## config.mk

```make
export PLATFORM = sky130hd
export DESIGN_NAME = id_ex_stage
export DESIGN_NICKNAME = d
export VERILOG_FILES = /design/src/rtl/id_ex_stage.sv
export SDC_FILE = /design/constraint.sdc
export NUM_CORES = 1
export LEC_CHECK = 0
export CAP_MARGIN = 20
export CORE_MARGIN = 2
export CORE_UTILIZATION = 35
export CTS_CLUSTER_DIAMETER = 100
export CTS_CLUSTER_SIZE = 10
export DETAILED_ROUTE_END_ITERATION = 10
export DONT_BUFFER_PORTS = 1
export PLACE_DENSITY = 0.48
export SYNTH_ARGS = -nofsm -noshare
export SYNTH_HDL_FRONTEND = slang
export SYNTH_SLANG_ARGS = --single-unit
```

## constraint.sdc

```tcl
create_clock -name clk -period 11.92 [get_ports clk]
set_input_delay 1.192 -clock clk [delete_from_list [all_inputs] [get_ports clk]]
set_output_delay 1.192 -clock clk [all_outputs]
set_load 0.1 [all_outputs]
```

## src/rtl/id_ex_stage.sv

```systemverilog
// id_ex_stage: MIPS decode stage owning the IF/ID and ID/EX registers, with load-use stall and flush.
// Optional macro ID_WB_BYPASS_EN forwards a same-cycle register-file writeback into the captured operands.
module id_ex_stage (
  input  logic        clk,
  input  logic        rst,
  input  logic        if_valid,
  input  logic [31:0] if_instr,
  input  logic [31:0] if_pc,
  output logic        id_ready,
  output logic [4:0]  readReg1,
  output logic [4:0]  readReg2,
  input  logic [31:0] reg1Data,
  input  logic [31:0] reg2Data,
  input  logic        wb_write,
  input  logic [4:0]  wb_reg,
  input  logic [31:0] wb_data,
  input  logic        ex_stall,
  input  logic        flush,
  output logic        ex_valid,
  output logic [31:0] ex_pc,
  output logic [5:0]  ex_op,
  output logic [5:0]  ex_funct,
  output logic [31:0] ex_rs_data,
  output logic [31:0] ex_rt_data,
  output logic [31:0] ex_imm,
  output logic [4:0]  ex_dest,
  output logic        ex_mem_read,
  output logic        ex_reg_write
);

  localparam logic [5:0] OP_RTYPE = 6'h00;
  localparam logic [5:0] OP_BEQ   = 6'h04;
  localparam logic [5:0] OP_BNE   = 6'h05;
  localparam logic [5:0] OP_ADDI  = 6'h08;
  localparam logic [5:0] OP_SLTI  = 6'h0A;
  localparam logic [5:0] OP_ANDI  = 6'h0C;
  localparam logic [5:0] OP_ORI   = 6'h0D;
  localparam logic [5:0] OP_LUI   = 6'h0F;
  localparam logic [5:0] OP_LW    = 6'h23;
  localparam logic [5:0] OP_SW    = 6'h2B;
  localparam logic [5:0] FN_JR    = 6'h08;

  logic        vld_p0;
  logic [31:0] instr_p0;
  logic [31:0] pc_p0;

  logic [5:0]  op_p0;
  logic [5:0]  funct_p0;
  logic [4:0]  rs_p0;
  logic [4:0]  rt_p0;
  logic [4:0]  rd_p0;
  logic [4:0]  dest_p0;
  logic        write_p0;
  logic        uses_rt_p0;
  logic [31:0] imm_p0;
  logic [31:0] rs_val_p0;
  logic [31:0] rt_val_p0;
  logic        hazard;

  // Logical ops take an unsigned immediate; everything else sign-extends.
  function automatic logic [31:0] ext_imm(input logic [5:0] opc, input logic [15:0] raw);
    logic signed [15:0] simm;
    simm = signed'(raw);
    if (opc == OP_ANDI || opc == OP_ORI) return {16'h0000, raw};
    return 32'(simm);
  endfunction

  assign op_p0    = instr_p0[31:26];
  assign rs_p0    = instr_p0[25:21];
  assign rt_p0    = instr_p0[20:16];
  assign rd_p0    = instr_p0[15:11];
  assign funct_p0 = instr_p0[5:0];
  assign imm_p0   = ext_imm(op_p0, instr_p0[15:0]);

  assign readReg1 = rs_p0;
  assign readReg2 = rt_p0;

  always_comb begin
    dest_p0  = 5'd0;
    write_p0 = 1'b0;
    case (op_p0)
      OP_RTYPE: begin
        if (funct_p0 != FN_JR) begin
          dest_p0  = rd_p0;
          write_p0 = 1'b1;
        end
      end
      OP_LW, OP_ADDI, OP_SLTI, OP_ANDI, OP_ORI, OP_LUI: begin
        dest_p0  = rt_p0;
        write_p0 = 1'b1;
      end
      default: begin
        dest_p0  = 5'd0;
        write_p0 = 1'b0;
      end
    endcase
  end

  assign uses_rt_p0 = (op_p0 == OP_RTYPE) || (op_p0 == OP_SW) ||
                      (op_p0 == OP_BEQ)   || (op_p0 == OP_BNE);

`ifdef ID_WB_BYPASS_EN
  function automatic logic [31:0] bypass(input logic [4:0] idx, input logic [31:0] rf_val,
                                         input logic w, input logic [4:0] r, input logic [31:0] d);
    if (w && r != 5'd0 && r == idx) return d;
    return rf_val;
  endfunction

  assign rs_val_p0 = bypass(rs_p0, reg1Data, wb_write, wb_reg, wb_data);
  assign rt_val_p0 = bypass(rt_p0, reg2Data, wb_write, wb_reg, wb_data);
`else
  // Without the bypass the register file's old value is used; writeback is ignored here.
  logic unused_wb;
  assign unused_wb = ^{wb_write, wb_reg, wb_data};
  assign rs_val_p0 = reg1Data;
  assign rt_val_p0 = reg2Data;
`endif

  assign hazard = vld_p0 & ex_valid & ex_mem_read & (ex_dest != 5'd0) &
                  ((ex_dest == rs_p0) | (uses_rt_p0 & (ex_dest == rt_p0)));

  assign id_ready = flush | (~hazard & ~ex_stall);

  // IF -> ID boundary
  always_ff @(posedge clk or posedge rst) begin
    if (rst) begin
      vld_p0   <= 1'b0;
      instr_p0 <= 32'd0;
      pc_p0    <= 32'd0;
    end else if (flush) begin
      vld_p0 <= 1'b0;
    end else if (!ex_stall && !hazard) begin
      vld_p0   <= if_valid;
      instr_p0 <= if_instr;
      pc_p0    <= if_pc;
    end
  end

  // ID -> EX boundary
  always_ff @(posedge clk or posedge rst) begin
    if (rst) begin
      ex_valid     <= 1'b0;
      ex_pc        <= 32'd0;
      ex_op        <= 6'd0;
      ex_funct     <= 6'd0;
      ex_rs_data   <= 32'd0;
      ex_rt_data   <= 32'd0;
      ex_imm       <= 32'd0;
      ex_dest      <= 5'd0;
      ex_mem_read  <= 1'b0;
      ex_reg_write <= 1'b0;
    end else if (flush || (!ex_stall && hazard)) begin
      ex_valid     <= 1'b0;
      ex_dest      <= 5'd0;
      ex_mem_read  <= 1'b0;
      ex_reg_write <= 1'b0;
    end else if (!ex_stall) begin
      ex_valid     <= vld_p0;
      ex_pc        <= pc_p0;
      ex_op        <= op_p0;
      ex_funct     <= funct_p0;
      ex_rs_data   <= rs_val_p0;
      ex_rt_data   <= rt_val_p0;
      ex_imm       <= imm_p0;
      ex_dest      <= vld_p0 ? dest_p0 : 5'd0;
      ex_mem_read  <= vld_p0 & (op_p0 == OP_LW);
      ex_reg_write <= vld_p0 & write_p0;
    end
  end

endmodule

```

# After elaboration in Yosys (flattened, before gate mapping)
# Cells that the tools add are included.
# word_totals
input_bits	171
ram_bits	0
mem_bits_ro	0
memories	0
elab_cells	73
ff_bits	213
latch_bits	0
out_inout_bits	159
# op_classes
shifts	0
n_eq_ne	13
reduce_logical	15
div_mod_pow	0
mul	0
bitwise_logic	14
n_addsub	0
magnitude_cmp	0
n_mux	18
# op_table
operator	count
two-way mux 32 bit	2
equality test 6 x 4 -> 1 bit (second input constant)	5
two-way mux 5 bit	4
equality test 6 x 3 -> 1 bit (second input constant)	2
equality test 6 bit (second input constant)	2
equality test 5 bit	2
two-way mux 1 bit	10
case mux 5 bit (2 select lines)	1
bitwise AND 1 bit	8
logical NOT 6 bit	1
inequality test 6 x 4 -> 1 bit (second input constant)	1
OR reduction 6 bit	1
logical OR 1 bit	5
nonzero test 5 bit	1
inverter 1 bit	4
AND reduction 2 bit	2
logical AND 1 bit	2
logical NOT 1 bit	2
inequality test 2 x 1 -> 1 bit (second input constant)	1
OR 1 bit	2
case mux 1 bit (2 select lines)	1
nonzero test 2 bit	1

# Depth between registers and ports, before layout
# logic_depth
ltp_word	11
mapped_depth	8
ltp_nobuf	5

# Worst setup path after synthesis
# OpenSTA, ideal clock, no wires.
# synth_path
path_type	flip-flop to output port
from	reg ex_dest[1]
to	out id_ready
path_stages_with_launch	6
t_arrival_ps	2817
t_required_ps	10728
slack_ps	7911
cell_sequence	dfrtp_1 or4_1 o211ai_1 nor2_1 or3_1 nand2b_1
# synth_between
elab_chain_len	7
elab_cells_between_ends	10
cone_classes	eq/ne (2); bitwise (7); reduce/logical (1)
# synth_rtl
item	line_no	source
start, declared	26	output logic [4:0] ex_dest,
start signal, assigned	165	ex_dest <= vld_p0 ? dest_p0 : 5'd0;
equality test 5 bit	120	((ex_dest == rs_p0) | (uses_rt_p0 & (ex_dest == rt_p0)));
bitwise AND 1 bit	120	
OR 1 bit	120	
bitwise AND 1 bit (*)	119	assign hazard = vld_p0 & ex_valid & ex_mem_read & (ex_dest != 5'd0) &
inverter 1 bit (*)	122	assign id_ready = flush | (~hazard & ~ex_stall);
bitwise AND 1 bit (*)	122	
OR 1 bit (*)	122	
end, declared	9	output logic id_ready,
# Every way passes the cells marked *; elsewhere a longest branch is shown, timed or not.

# Worst setup path after layout
# Same ends and word-level chain as after synthesis.

==> results.tsv <==
metric	value	unit
ant_nets	0	
drive_gt1_share	10.5	%
nets	633	
cts_resized	0	
cts_setup_buffers	0	
via_per_inst	5.02	
grt_max_degree	184	
clk_pin_slew	0.07	ns
htreeDepth	4	
cts_buffers	17	
reg2reg_depth	6	
path_max_fanout	5	
numClockSinks	192	
start_util	35.6	%
io_buffers	0	
leakagePower	3.51	nW
slowest_stage	dfrtp_1	
dp_hpwl	10300	um
root_buffer	clkbuf_16	
insertion_delay	0.43	ns
fin_cells	761	
antenna_found_initial	6	
status	completed	
hp-start	instr_p0[10]	
die_w	153	um
cts_tree	done	
max_stage_delay	0.79	ns
clk_path_buf_depth	2	
grt_setup_unrepaired	no	
grt_pass1_wl	24500	um
wl_per_cell	19.8	um
skew	0.0156	ns
timing.hold.ws	0.476	ns
crit_path_end_kind	output port	
fin_crit	4.62	ns
grt_util_all_layers	13.3	%
crit_arrival	3.42	ns
required	10.73	ns
core_area	21800	um2
min_path_cells	1	
syn_to_final_growth	8.11	%
cap_viol_max_count	0	
final_area	8400	um2
path_buf_inv	0	
rrSetupSlack	8.50	ns
crit_chain	or4_1 > o211ai_1 > nor2_1 > or3_1 > nand2b_1	
gp_congestion	0.746	
rr_startpoint	ex_dest[1]	
synth_seq_cells	192	
grt_pass1_vias	4190	
post-route-period-util	38.7	%
std_cell_rows	54	
synth.top_cells.by_area	dfrtp_1 62%, mux2_1 26%, buf_4 3.2%	
holdPathEnd	ex_imm[10]	
finalHoldViolCount	0	
dr.pass1.iters	4	
drt-total-wl	15000	um
cts_hold_buf	0	
synthesis.area	7770	um2
fmax	217	MHz
io_pins	330	
path_class	flop to output port	
vias	3820	
placed_area	7780	um2
netlist.area_leader.share	61.8	%
p_per_area	275	nW/um2
netlist_instances	491	
drcViolationCount	0	
synth.avg_cell_area	15.8	um2
seq_area_frac_synth	61.8	%
ys_types	37	
setup_viol	0	
drv_slew	0	
tightest_slew	1.09	ns
finalSetupTns	0	ns
die_h	153	um
ys_warn_count	0	
yosysTopAreaCell	dfrtp_1	
die_area	23400	um2
cp-start-kind	flop	
grt_overflow	0	
placed_cells	722	
path_delay_family	simple AND/OR/NAND/NOR gates	
hp-class	flop to flop	
ir_drop	0.111	mV
drt-initial-drc-count	151	
rr_endpoint	ex_pc[25]	
slew_headroom	27.3	%
syn_nets	662	
-- state kept, by name, summed over array words and instances, names as in the netlist --
register,cells
ex_pc,32
ex_rs_data,32
ex_rt_data,32
instr_p0,32
pc_p0,32
ex_imm,12
ex_op,6
ex_dest,5
ex_funct,5
ex_mem_read,1
ex_reg_write,1
ex_valid,1
vld_p0,1
-- power by group --
part / switching, mW / internal [mW]
clock: 0.265 / 0.296
combinational: 0.156 / 0.0843
sequential: 0.759 / 0.747
total: 1.18 / 1.13
-- worst max-delay path by stage --
stage,endpoint,cells after the start,startpoint
floorplan,ex_dest[0],1,rst
global placement,id_ready,5,ex_dest[1]
detailed placement,id_ready,5,ex_dest[1]
CTS,id_ready,5,ex_dest[1]
global route,id_ready,5,ex_dest[1]
finish,id_ready,5,ex_dest[1]
-- cell type report --
| type | count | area, um2 |
|---|---|---|
| fillers | 2026 | 13400 |
| flip-flops and latches | 192 | 4820 |
| multi-input cells | 242 | 2510 |
| clock buffers | 17 | 425 |
| well taps | 280 | 350 |
| clock inverters | 15 | 151 |
| repair buffers | 6 | 118 |
| inverters | 3 | 18.8 |
| diodes | 6 | 15.0 |
-- kinds of logic after synthesis --
kind of cell           count (synthesis)  synth area share [%]
buffers and inverters                 57                  6.02
XOR/XNOR                              10                  1.13
AND/OR/NAND/NOR                       28                  2.32
multiplexers                         184                  26.6
AO/OA/AOI/OAI                         20                  2.11
flip-flops                           192                  61.8
-- cell usage in the layout, fill, tap and decap left out, drive strengths merged, types with 2 or more instances in the layout --
master  synthesis  routed
a22o           10      10
buf            53       6
clkbuf          1      17
clkinv          0       8
dfrtp         192     192
diode           0       6
inv             3       9
mux2          182     182
mux2i           2       2
nand2           4       4
nand2b          4       4
nand4           2       2
nor2            5       5
nor3            2       2
nor4            3       3
nor4b           2       2
xnor2           9       9
-- worst register-to-register path: cells and delay by family, from the launching register on --
| family | cells | cell delay [ns] |
|---|---|---|
| AND/OR/NAND/NOR | 3 | 1.12 |
| flip-flops | 1 | 0.79 |
| buffers and inverters | 1 | 0.67 |
| multiplexers | 1 | 0.55 |
| AO/OA/AOI/OAI | 1 | 0.18 |
-- cell usage after synthesis --
master / count
nor3_1: 2
a21o_1: 1
nor4_1: 1
and4b_1: 1
nor4b_1: 1
mux2_1: 182
xor2_1: 1
inv_1: 3
o211ai_1: 1
nor2_1: 5
or3_1: 1
buf_6: 17
o221a_2: 1
a32o_1: 1
or4_1: 1
nand4_1: 2
nand2b_1: 4
nor4_2: 2
a22oi_1: 1
nand3b_1: 1
o31ai_1: 1
o21ai_1: 1
nor2b_1: 1
nand2_1: 4
a22o_1: 10
a21oi_1: 1
xnor2_1: 9
buf_1: 1
mux2i_1: 2
nor4b_2: 1
a31oi_1: 1
and3_1: 1
o41ai_1: 1
buf_2: 2
buf_4: 33
clkbuf_1: 1
dfrtp_1: 192
-- per-layer routing --
| metal | global-route usage [%] | share of wire (%) | up-vias |
|---|---|---|---|
| met5 | 0 | 0.086 | - |
| met4 | 3.22 | 0.84 | 2 |
| met3 | 7.23 | 11 | 10 |
| met2 | 21.0 | 48 | 192 |
| met1 | 16.0 | 41 | 1962 |
| li1 | - | - | 1654 |
-- metrics by stage --
| stage | total power [mW] | util [%] | setup slack (ns) |
|---|---|---|---|
| finish | 2.31 | 38.5 | 7.30 |
| global route | 2.40 | 38.5 | 7.20 |
| CTS | 2.34 | 38.3 | 7.28 |
| detailed placement | 1.77 | 35.7 | 7.76 |
| global placement | 1.76 | 35.7 | 7.75 |
| floorplan | 1.74 | - | 5.50 |
(Power assumes the default switching activity.)
